`src/rtl/param_asmd_counter.sv`:
```
// -----------------------------------------------------------------------------
// param_asmd_counter
//   Start-triggered up/down counter with a tracked-bit flag and a completion
//   flag. A run loads A from init_val and counts in the sampled direction. The
//   run ends after the cycle whose pre-update A has every STOP_MASK bit set, or
//   when abort is seen. A one-cycle DONE state then raises F.
//
// Parameters
//   WIDTH     : width of counter A (>= 2)
//   E_BIT     : index of the A bit copied into E (0..WIDTH-1)
//   STOP_MASK : bits that must all be 1 in pre-update A to end a run
//
// Ports
//   clk      in   clock, rising edge
//   rstb     in   asynchronous active-low reset
//   start    in   begin a run (honoured in IDLE only)
//   init_val in   start value of A, loaded on an accepted start
//   dir      in   0 = count up, 1 = count down, sampled on an accepted start
//   abort    in   terminate the current run (honoured in COUNT only)
//   A        out  counter value (registered)
//   E        out  tracked-bit flag (registered)
//   F        out  run-completed flag (registered)
//   busy     out  state is COUNT (decode of the state register)
//   done     out  state is DONE (decode of the state register)
//   state    out  state register: IDLE=00, COUNT=01, DONE=10
// -----------------------------------------------------------------------------
module param_asmd_counter #(
    parameter int unsigned      WIDTH     = 4,
    parameter int unsigned      E_BIT     = 2,
    parameter logic [WIDTH-1:0] STOP_MASK = WIDTH'(4'b1100)
) (
    input  logic             clk,
    input  logic             rstb,
    input  logic             start,
    input  logic [WIDTH-1:0] init_val,
    input  logic             dir,
    input  logic             abort,
    output logic [WIDTH-1:0] A,
    output logic             E,
    output logic             F,
    output logic             busy,
    output logic             done,
    output logic [1:0]       state
);

    // Reject illegal parameter combinations at elaboration.
    if (WIDTH < 2) begin : g_bad_width
        $error("param_asmd_counter: WIDTH must be >= 2");
    end
    if (E_BIT >= WIDTH) begin : g_bad_ebit
        $error("param_asmd_counter: E_BIT must be below WIDTH");
    end

    typedef enum logic [1:0] {
        S_IDLE  = 2'b00,
        S_COUNT = 2'b01,
        S_DONE  = 2'b10,
        S_ILL   = 2'b11
    } state_t;

    state_t           state_q;
    state_t           state_nxt;

    logic             dir_q;
    logic [WIDTH-1:0] a_nxt;
    logic             e_nxt;
    logic             f_nxt;
    logic             dir_nxt;

    // Stop condition is evaluated on the value A holds before this cycle's update.
    logic             stop_hit;
    assign stop_hit = ((A & STOP_MASK) == STOP_MASK);

    // State register.
    always_ff @(posedge clk or negedge rstb) begin
        if (!rstb) begin
            state_q <= S_IDLE;
        end else begin
            state_q <= state_nxt;
        end
    end

    // Next-state logic; abort outranks the stop check in COUNT.
    always_comb begin
        state_nxt = state_q;
        case (state_q)
            S_IDLE: begin
                if (start) begin
                    state_nxt = S_COUNT;
                end
            end
            S_COUNT: begin
                if (abort) begin
                    state_nxt = S_IDLE;
                end else if (stop_hit) begin
                    state_nxt = S_DONE;
                end
            end
            S_DONE: begin
                state_nxt = S_IDLE;
            end
            default: begin
                state_nxt = S_IDLE;
            end
        endcase
    end

    // Output/datapath next values and state decodes; unlisted fields hold.
    always_comb begin
        a_nxt   = A;
        e_nxt   = E;
        f_nxt   = F;
        dir_nxt = dir_q;
        busy    = (state_q == S_COUNT);
        done    = (state_q == S_DONE);
        state   = state_q;
        case (state_q)
            S_IDLE: begin
                if (start) begin
                    a_nxt   = init_val;
                    f_nxt   = 1'b0;
                    dir_nxt = dir;
                end
            end
            S_COUNT: begin
                if (!abort) begin
                    a_nxt = dir_q ? (A - WIDTH'(1)) : (A + WIDTH'(1));
                    e_nxt = A[E_BIT];
                end
            end
            S_DONE: begin
                f_nxt = 1'b1;
            end
            default: begin
                // Illegal encoding: recover to IDLE with no datapath action.
            end
        endcase
    end

    // Datapath registers.
    always_ff @(posedge clk or negedge rstb) begin
        if (!rstb) begin
            A     <= '0;
            E     <= 1'b0;
            F     <= 1'b0;
            dir_q <= 1'b0;
        end else begin
            A     <= a_nxt;
            E     <= e_nxt;
            F     <= f_nxt;
            dir_q <= dir_nxt;
        end
    end

endmodule
```
`config.mk`:
```
export PLATFORM = sky130hd
export DESIGN_NAME = param_asmd_counter
export DESIGN_NICKNAME = d
export VERILOG_FILES = /design/src/rtl/param_asmd_counter.sv
export SDC_FILE = /design/constraint.sdc
export NUM_CORES = 1
export LEC_CHECK = 0
export ABC_CLOCK_PERIOD_IN_PS = 1500
export CAP_MARGIN = 20
export CORE_AREA = 5 5 44 46
export DETAILED_ROUTE_END_ITERATION = 10
export DIE_AREA = 0 0 49 51
export PLACE_DENSITY = 0.69
export SYNTH_ARGS = -nofsm -noshare
export SYNTH_HDL_FRONTEND = slang
export SYNTH_SLANG_ARGS = --single-unit
```
`constraint.sdc`:
```
create_clock -name clk -period 1.5 [get_ports clk]
set_input_delay 0.45 -clock clk [delete_from_list [all_inputs] [get_ports clk]]
set_output_delay 0.45 -clock clk [all_outputs]
set_load 0.01 [all_outputs]
```
Yosys cells after proc, flatten, opt, wreduce, memory -nomap -nowiden
Index checks and enable logic that the tools add are counted.

word-level totals
  register bits = 9
  input port bits = 9
  output and inout port bits = 10

operators by class
  add/subtract/negate cells = 2
  equal/unequal tests = 6
  muxes and demuxes = 10
  reductions and logical operators = 8
  bitwise logic cells = 1

operators with widths
  cell                   number
  $mux W4                3
  $pmux W4 S2            1
  $reduce_and A2 Y1      4
  $mux W2                3
  $add A4 B1 Y4 const B  1
  $eq A2 B2 Y1 const B   2
  $ne A2 B2 Y1 const B   2
  $pmux W2 S2            1
  $reduce_bool A2 Y1     2
  $sub A4 B1 Y4 const B  1
  $ne A3 B2 Y1 const B   1
  $reduce_and A3 Y1      1
  $eq A2 B1 Y1 const B   1
  $logic_not A2 Y1       1
  $pmux W1 S2            1
  $mux W1                1
  $not A1 Y1             1

Depth between registers and ports, before layout
Gate-level depths: netlist (run 1).

  depth in word-level cells = 4
  gate-level depth with buffers = 6
  depth with buffers taken out = 6

Least setup slack after synthesis (run 1)
No wires, ideal clock.

  kind = register -> register
  start = register A[2]
  end = register A[3]
  library setup time = 0.069 ns
  cell stages (with the launch flop) = 6
  path slack = -0.112 ns
  data arrival time = 1.543 ns
  path buffers = 0
  required time = 1.431 ns
  path through = dfrtp_1 ha_1 and3_1 or3_1 a21o_1 nand3_1

between the ends
  cells in the longest elaborated chain, start to end = 4
  elaborated cells between the ends (all ways) = 5
  those cells by class = add/sub: 2; mux: 3

ends and longest elaborated chain
  element                                         RTL line  source
  start: declaration                              38        output logic [WIDTH-1:0] A,
  start signal: assignment                        148       A <= a_nxt;
  $add A4 B1 Y4 or $sub A4 B1 Y4 (tied branches)  127       a_nxt = dir_q ? (A - WIDTH'(1)) : (A + WIDTH'(1));
  $mux W4 *                                       127
  $mux W4 *                                       126       if (!abort) begin
  $pmux W4 S2 *                                   117       case (state_q)

Every way passes the cells marked *; elsewhere a longest branch is shown, timed or not. The select of a mux whose other input is x is not followed.
A chain may end at the register's enable or synchronous reset.

Final worst setup path (run 1)
  start = register A[2]
  end = output A[2]

No word-level cell between the ends.

==> out/qor.yml, run 1 <==
place_area_um2: 827
synth_nets: 67
final_area_um2: 948
vdd_drop_max_mv: 1.02
cts.clk_slew.worst_paths_ns: 0.06
core_um2: 1470
cp_common_cell: "buf_4"
finalCritPeriodShare_pct: 102
setup_viol: 2
clockRootBuffer: "clkbuf_4"
pwr_density_cell_nw_per_um2: 2140
clkLatencyLatePin_ns: 0.26
hold_path.class: "reg -> reg"
route.detailed.wl_per_inst_um: 13.0
min_delay_path_depth: 1
drv_cap: 0
drc: 0
ys_seq_area_share_pct: 42.2
drtIter0Drc: 15
cp_num_buf_inv: 3
reg2reg_slack_ns: -0.02
diodes: 0
die_area_um2: 2500
placementRows: 14
crit_fanout: 2
cts.sinks: 9
violations: "setup timing"
worstMarginPinSlew_ns: 0.433
numCtsBuffers: 3
cp-start-kind: "flip-flop"
grt-ovfl-total: 0
fin_ws_ns: -0.0288
avgSynthCellArea_um2: 9.71
final_max_slew_viol_count: 0
end_kind: "output port"
place_ws_ns: -0.252
ff2ff_path_depth: 5
viasPerCell: 4.93
crit_chain: "buf_4, buf_4, buf_2"
gp_congestion: 0.777
dieWidth_um: 49
drive_gt1_share_pct: 45.2
min_to: "F"
status: "complete, but fails checks"
clockBufferDepth: 2
drt-pass1-iter-count: 4
io_pins: 19
fmax_mhz: 654
ys_ff_latch: 9
dp_hpwl_um: 1040
die_h_um: 51
grt_pass1_wl_um: 2440
nets: 106
first_global_vias: 531
io_buffers: 18
leakagePower_uw: 0.000460
required_ns: 1.05
yosysTopAreaCell: "dfrtp_1"
max_stage_delay_ns: 0.43
clock_skew_ns: 0.00436
crit_arrival_ns: 1.08
syn_inst: 55
crit_family: "flip-flops"
yosysTopAreaCellShare_pct: 42.2
synth_warnings: 0
h-tree-depth: 1
timing.rr.start: "dir_q"
grt_max_degree: 10
ys_types: 25
relSlewSlack_pct: 71.0
power_uw: 2030
area_growth_pct: 77.5
hold_viol_final: 0
min-delay-start: "F"
wl_um: 1420
synth_area_leaders: "dfrtp_1, nor2_1, a21oi_1, ha_1, a21o_1"
detail-route-antenna-nets: 0
regToRegEndpoint: "A[3]"
period_needed_ns: 1.53
n_fill_cell: 128
antenna_found_initial: 0
cts_tree: "done"
syn_area_um2: 534
rsz0062_at_grt: "true"
dr_total_vias: 537
grt.total_usage_pct: 12.8
path_class: "reg -> out"
cp_slowest_cell: "dfrtp_2"
start_util_pct: 36.3
[layout by cell type, fill, tap and decap left out, types with 2 or more instances in the layout]
master | netlist | final
buf_4 | 0 | 14
nor2_1 | 8 | 7
clkdlybuf4s50_1 | 0 | 7
dfrtp_1 | 9 | 6
dlygate4sd2_1 | 0 | 5
buf_6 | 1 | 5
a21oi_1 | 5 | 4
dfrtp_2 | 0 | 3
nand2b_4 | 1 | 3
nand2_1 | 3 | 3
a21o_1 | 3 | 3
clkbuf_4 | 0 | 3
inv_1 | 3 | 2
o21ai_0 | 2 | 2
ha_4 | 0 | 2
[stage by stage]
| stage | setup TNS [ns] | std cells | util, % | hold slack (ns) |
|---|---|---|---|---|
| global route | -0.176 | 109 | 64.5 | 0.504 |
| floorplan | 0 | 55 | - | 0.154 |
| CTS | -0.0566 | 107 | 60.8 | 0.476 |
| detailed placement | -0.965 | 100 | 56.2 | 0.466 |
| finish | -0.0535 | 109 | 64.5 | 0.471 |
| global placement | -0.870 | 100 | 56.2 | 0.459 |
[routing by layer]
| metal | track usage [%] | part of all wire, % | up-vias |
|---|---|---|---|
| met5 | 0 | 0 | - |
| li1 | - | - | 264 |
| met4 | 8.07 | 3.5 | 0 |
| met2 | 20.2 | 48 | 18 |
| met3 | 3.78 | 4.8 | 5 |
| met1 | 15.3 | 43 | 250 |
[worst max path at each step]
stage	startpoint	endpoint	slack (ns)	depth (start not counted)
2_1_floorplan	dir_q	A[3]	0.0003	5
6_report	A[2]	A[2]	-0.03	3
3_5_place_dp	abort	A[0]	-0.25	5
3_3_place_gp	abort	A[0]	-0.24	5
4_1_cts	A[2]	A[2]	-0.03	3
5_1_grt	dir_q	A[3]	-0.08	5
[kinds of logic after synthesis]
family / synth area share [%]
DFF: 42.2
AOI/OAI and AO/OA: 15.7
buffers and inverters: 5.39
and+or+nand+nor: 22.7
xor gates and xnor gates: 1.64
adders and majority gates: 8.43
muxes: 3.98
[layout make-up]
cell class,count,area (um^2),share of cell area [%]
clock buffers,4,26.3,2.77
inverters,4,17.5,1.85
multi-input cells,41,347,36.5
flip-flops and latches,9,229,24.1
well taps,16,20.0,2.11
repair buffers,35,309,32.6
[cells in the mapped netlist (all sizes together)]
cell and count:
a21o 3, nand4 1, inv 4, fa 1, a21oi 6, nand3 1, nor3 1, and3 2
nor2b 1, xor2 1, buf 1, nor2 8, nand2 3, mux2 1, mux2i 1, o21ai 2
dfrtp 9, nand2b 4, and2 1, or3 1, ha 2, a311o 1
[registers in the layout, indices dropped and copies added (netlist names)]
register / cells
A: 4
E: 1
dir_q: 1
F: 1
state: 2
[where the power goes]
group	internal, uW	switching (uW)
Combinational	766	605
Clock	103	84.7
Sequential	365	106
[timing repair]
| item | 4_1_cts | 5_1_grt |
|---|---|---|
| setup buffers | 3 | 2 |
| hold buffers | 0 | 0 |
| endpoints found under the hold margin | 0 | 0 |
| resized for setup | 29 | 14 |
| setup endpoints to repair | 11 | 9 |
| pin swaps | 3 | 5 |
No activity file was read; power rests on OpenSTA's default activity.
==> inputs of run 2 (changes only) <==
- MAX_ROUTING_LAYER: unset -> met4
- SKIP_LAST_GASP: unset -> 1
==> run 2 against run 1 <==
The flow still finishes with violations (setup timing). Clock power about the same. Critical path depth up 2. Flip-flop and latch count unchanged. Hold slack about the same. Register-to-register slack about the same. Sequential share of layout area down 0.26 points. Maximum frequency about the same. Largest cell class unchanged. Worst setup slack about the same.
==> out/qor.yml, run 2 (synthesized netlist as in run 1, its figures left out) <==
status: "complete, but fails checks"
violations: "setup timing"
min_to: "F"
reg2reg_slack_ns: -0.03
holdBufCountCts: 0
final_max_slew_viol_count: 0
route.detailed.wl_per_inst_um: 13.0
diodes: 0
crit_fanout: 3
relSlewSlack_pct: 71.0
core_um2: 1470
path_class: "reg -> reg"
cts.sinks: 9
worstMarginPinSlew_ns: 0.434
numCtsBuffers: 3
finalCritPeriodShare_pct: 102
first_global_vias: 523
power_uw: 2050
largest_reg_flops: 4
drv_cap: 0
nets: 107
min_delay_path_depth: 1
cp-start-kind: "flip-flop"
clkLatencyLatePin_ns: 0.26
crit_arrival_ns: 1.73
holdWs_ns: 0.471
leakagePower_uw: 0.000454
fmax_mhz: 654
ff2ff_path_depth: 5
largest_register: "A"
drive_gt1_share_pct: 42.6
gp_congestion: 0.787
die_h_um: 51
clock_skew_ns: 0.00761
cts.clk_slew.worst_paths_ns: 0.06
hold_viol_final: 0
end_kind: "flip-flop"
rsz0062_at_grt: "true"
min-delay-start: "F"
grt-ovfl-total: 0
dr_total_vias: 547
timing.rr.start: "dir_q"
dieWidth_um: 49
drt-pass1-iter-count: 4
drtIter0Drc: 7
placementRows: 14
wl_um: 1430
io_pins: 19
antenna_found_initial: 0
h-tree-depth: 1
grt_pass1_wl_um: 2420
setup_viol: 1
dp_hpwl_um: 1040
clockRootBuffer: "clkbuf_4"
grt.total_usage_pct: 13.0
final_area_um2: 953
layout_commonest_cell: "buf_4"
hold_path.class: "reg -> reg"
fin_ws_ns: -0.0286
start_util_pct: 36.3
place_area_um2: 827
io_buffers: 18
final_cell_mix: "buf_4, clkdlybuf4s50_1, dfrtp_1, nor2_1, buf_6"
required_ns: 1.70
n_fill_cell: 125
clockBufferDepth: 2
detail-route-antenna-nets: 0
die_area_um2: 2500
vdd_drop_max_mv: 1.03
regToRegEndpoint: "A[3]"
period_needed_ns: 1.53
cts_tree: "done"
pwr_density_cell_nw_per_um2: 2150
drc: 0
area_growth_pct: 78.5
viasPerCell: 4.97
grt_max_degree: 10
## run 2: worst max-delay path by stage
| stage | slack (ns) | endpoint | startpoint |
|---|---|---|---|
| detailed placement | -0.25 | A[0] | abort |
| floorplan | 0.0003 | A[3] | dir_q |
| global placement | -0.24 | A[0] | abort |
| global route | -0.08 | A[3] | dir_q |
| CTS | -0.12 | busy | state[0] |
| finish | -0.03 | A[3] | dir_q |
## run 2: area by class of cell
class                   instances  area (um^2)  share of cell area, %
clock buffers                   4         26.3                   2.76
repair buffers                 36          323                   33.9
inverters                       4         17.5                   1.84
multi-input cells              41          339                   35.6
well taps                      16         20.0                   2.10
flip-flops and latches          9          228                   23.9
## run 2: metrics by stage
stage / setup slack, ns / instances / utilization [%] / TNS [ns]
floorplan: 0.000263 / 55 / - / 0
global placement: -0.235 / 100 / 56.2 / -0.870
detailed placement: -0.252 / 100 / 56.2 / -0.965
CTS: -0.122 / 107 / 60.7 / -0.190
global route: -0.0824 / 110 / 64.8 / -0.202
finish: -0.0286 / 110 / 64.8 / -0.0286
## run 2: layer usage
layer / wire (um) / part of all wire [%] / track usage (%) / vias to the layer above
met2: 709 / 49 / 19.6 / 16
met1: 599 / 42 / 15.3 / 261
li1: - / - / - / 265
met4: 50 / 3.5 / 8.07 / 0
met5: 0 / 0 / - / -
met3: 74 / 5.2 / 3.78 / 5
## run 2: timing repair
item | in CTS | in global routing
endpoints found under the setup margin | 11 | 8
pin swaps | 3 | 3
endpoints found under the hold margin | 0 | 0
resized for setup | 25 | 14
buffers inserted | 3 | 4
## run 2: power by group
part	internal [uW]	total [uW]	switching, uW
sequential	363	471	108
combinational	791	1390	599
clock	103	189	86.0
total	1260	2050	793
## run 2: critical path: stages, from the launching register on
cell     delay, ns
dfrtp_2       0.45
ha_4          0.24
and3_4        0.17
or3_4         0.38
a21o_1        0.16
nand3_1       0.07
==> inputs of run 3 (changes only) <==
- ABC_CLOCK_PERIOD_IN_PS: 1500 -> 1290
- clock period: 1.5 -> 1.29 ns (I/O delays scaled with it)
==> run 3 against run 2 <==
The run still ends with setup timing left. Flip-flop and latch count is the same. Design area grew 5.5%. Register-to-register slack lost 0.20 ns. Via count grew 2.9%. Clock-buffer cell count is the same. Clock skew grew 0.00085 ns. Critical path type unchanged. Critical endpoint unchanged. Highest routed layer unchanged.
==> out/qor.yml, run 3 (synthesized netlist as in run 1, its figures left out) <==
crit_chain: "ha_4, and3_4, or3_4, a21o_1, nand3_1"
wl_um: 1580
area_growth_pct: 88.3
drv_cap: 0
start_util_pct: 36.3
antenna_found_initial: 0
end_kind: "flip-flop"
hold_viol_final: 0
nets: 112
dr_total_vias: 563
first_global_vias: 592
fmax_mhz: 658
numCtsBuffers: 3
largest_register: "A"
pwr_density_cell_nw_per_um2: 2600
required_ns: 1.49
io_pins: 19
io_buffers: 18
cts.sinks: 9
cp_num_buf_inv: 0
setup_viol: 10
finalCritPeriodShare_pct: 118
cts.clk_slew.worst_paths_ns: 0.06
cp-start-kind: "flip-flop"
place_ws_ns: -0.441
grt_pass1_wl_um: 2700
final_area_um2: 1010
drt-pass1-iter-count: 3
cp_slowest_cell: "dfrtp_2"
die_h_um: 51
die_area_um2: 2500
violations: "setup timing"
vdd_drop_max_mv: 1.16
drc: 0
fin_ws_ns: -0.230
worstMarginPinSlew_ns: 0.246
cts_tree: "done"
clock_skew_ns: 0.00846
status: "complete, but fails checks"
dieWidth_um: 49
placementRows: 14
crit_family: "simple AND/OR/NAND/NOR gates"
n_fill_cell: 121
dp_hpwl_um: 1100
final_max_slew_viol_count: 0
clkLatencyLatePin_ns: 0.27
drive_gt1_share_pct: 55.6
max_stage_delay_ns: 0.44
grt-ovfl-total: 0
crit_fanout: 4
rsz0062_at_grt: "true"
relSlewSlack_pct: 83.4
grt.total_usage_pct: 14.7
hold_path.class: "in -> async"
detail-route-antenna-nets: 0
clockRootBuffer: "clkbuf_4"
path_class: "reg -> reg"
place_area_um2: 868
grt_max_degree: 10
viasPerCell: 4.90
crit_arrival_ns: 1.73
leakagePower_uw: 0.000483
core_um2: 1470
h-tree-depth: 1
route.detailed.wl_per_inst_um: 13.7
period_needed_ns: 1.52
clockBufferDepth: 2
largest_reg_flops: 4
drtIter0Drc: 2
diodes: 0
layout_commonest_cell: "buf_4"
gp_congestion: 0.755
final_cell_mix: "buf_4, buf_6, clkdlybuf4s50_1, nor2_1"
run 3: changes by cell type in the layout (fill, tap and decap cells not counted), moves of 2 or more:
| cell | delta |
|---|---|
| buf_6 | +5 |
| buf_4 | +3 |
| dlygate4sd2_1 | -3 |
| clkbuf_2 | +2 |
| dfrtp_1 | -2 |
| dfrtp_2 | +2 |
run 3: layout make-up:
class / count / area (um^2) / share of cell area (%)
inverters: 4 / 17.5 / 1.74
repair buffers: 41 / 359 / 35.7
clock buffers: 4 / 26.3 / 2.61
well taps: 16 / 20.0 / 1.99
multi-input cells: 41 / 353 / 35.1
flip-flops and latches: 9 / 230 / 22.9
run 3: worst paths after layout:
path / from / to / slack (ns) / depth (start not counted)
min in group clk: F / F / 0.47 / 1
max reg2reg: A[1] / A[3] / -0.23 / 5
min reg2reg: F / F / 0.47 / 1
max in group asynchronous: rstb / A[2] / 0.73 / 2
max: A[1] / A[3] / -0.23 / 5
min: rstb / A[3] / 0.40 / 2
run 3: timing repair:
action / 4_1_cts / 5_1_grt
setup endpoints to repair: 15 / 14
hold buffers: 0 / 0
setup buffers: 6 / 1
pin swaps: 6 / 5
resized for setup: 45 / 15
run 3: metal layers:
layer	routed length [um]	GRT usage (%)	part of all wire (%)
met1	650	16.2	41
met2	779	23.3	49
met3	93	5.52	5.9
met4	55	7.62	3.5
met5	0	-	0
run 3: per-stage QoR:
step	util [%]	std cells	total power, uW	TNS, ns	hold slack, ns
4_1_cts	67.3	115	2520	-1.40	0.392
2_1_floorplan	-	55	1300	-0.249	0.0914
5_1_grt	68.4	115	2860	-1.70	0.401
3_5_place_dp	59.0	105	2040	-2.79	0.465
3_3_place_gp	59.0	105	1990	-2.58	0.458
6_report	68.4	115	2620	-1.16	0.399
run 3: power by group:
group | internal [uW] | switching [uW] | total [uW] | leakage (uW)
logic | 1060 | 785 | 1840 | 0.000363
clock network | 119 | 99.7 | 219 | 0.0000150
registers | 426 | 131 | 557 | 0.000105
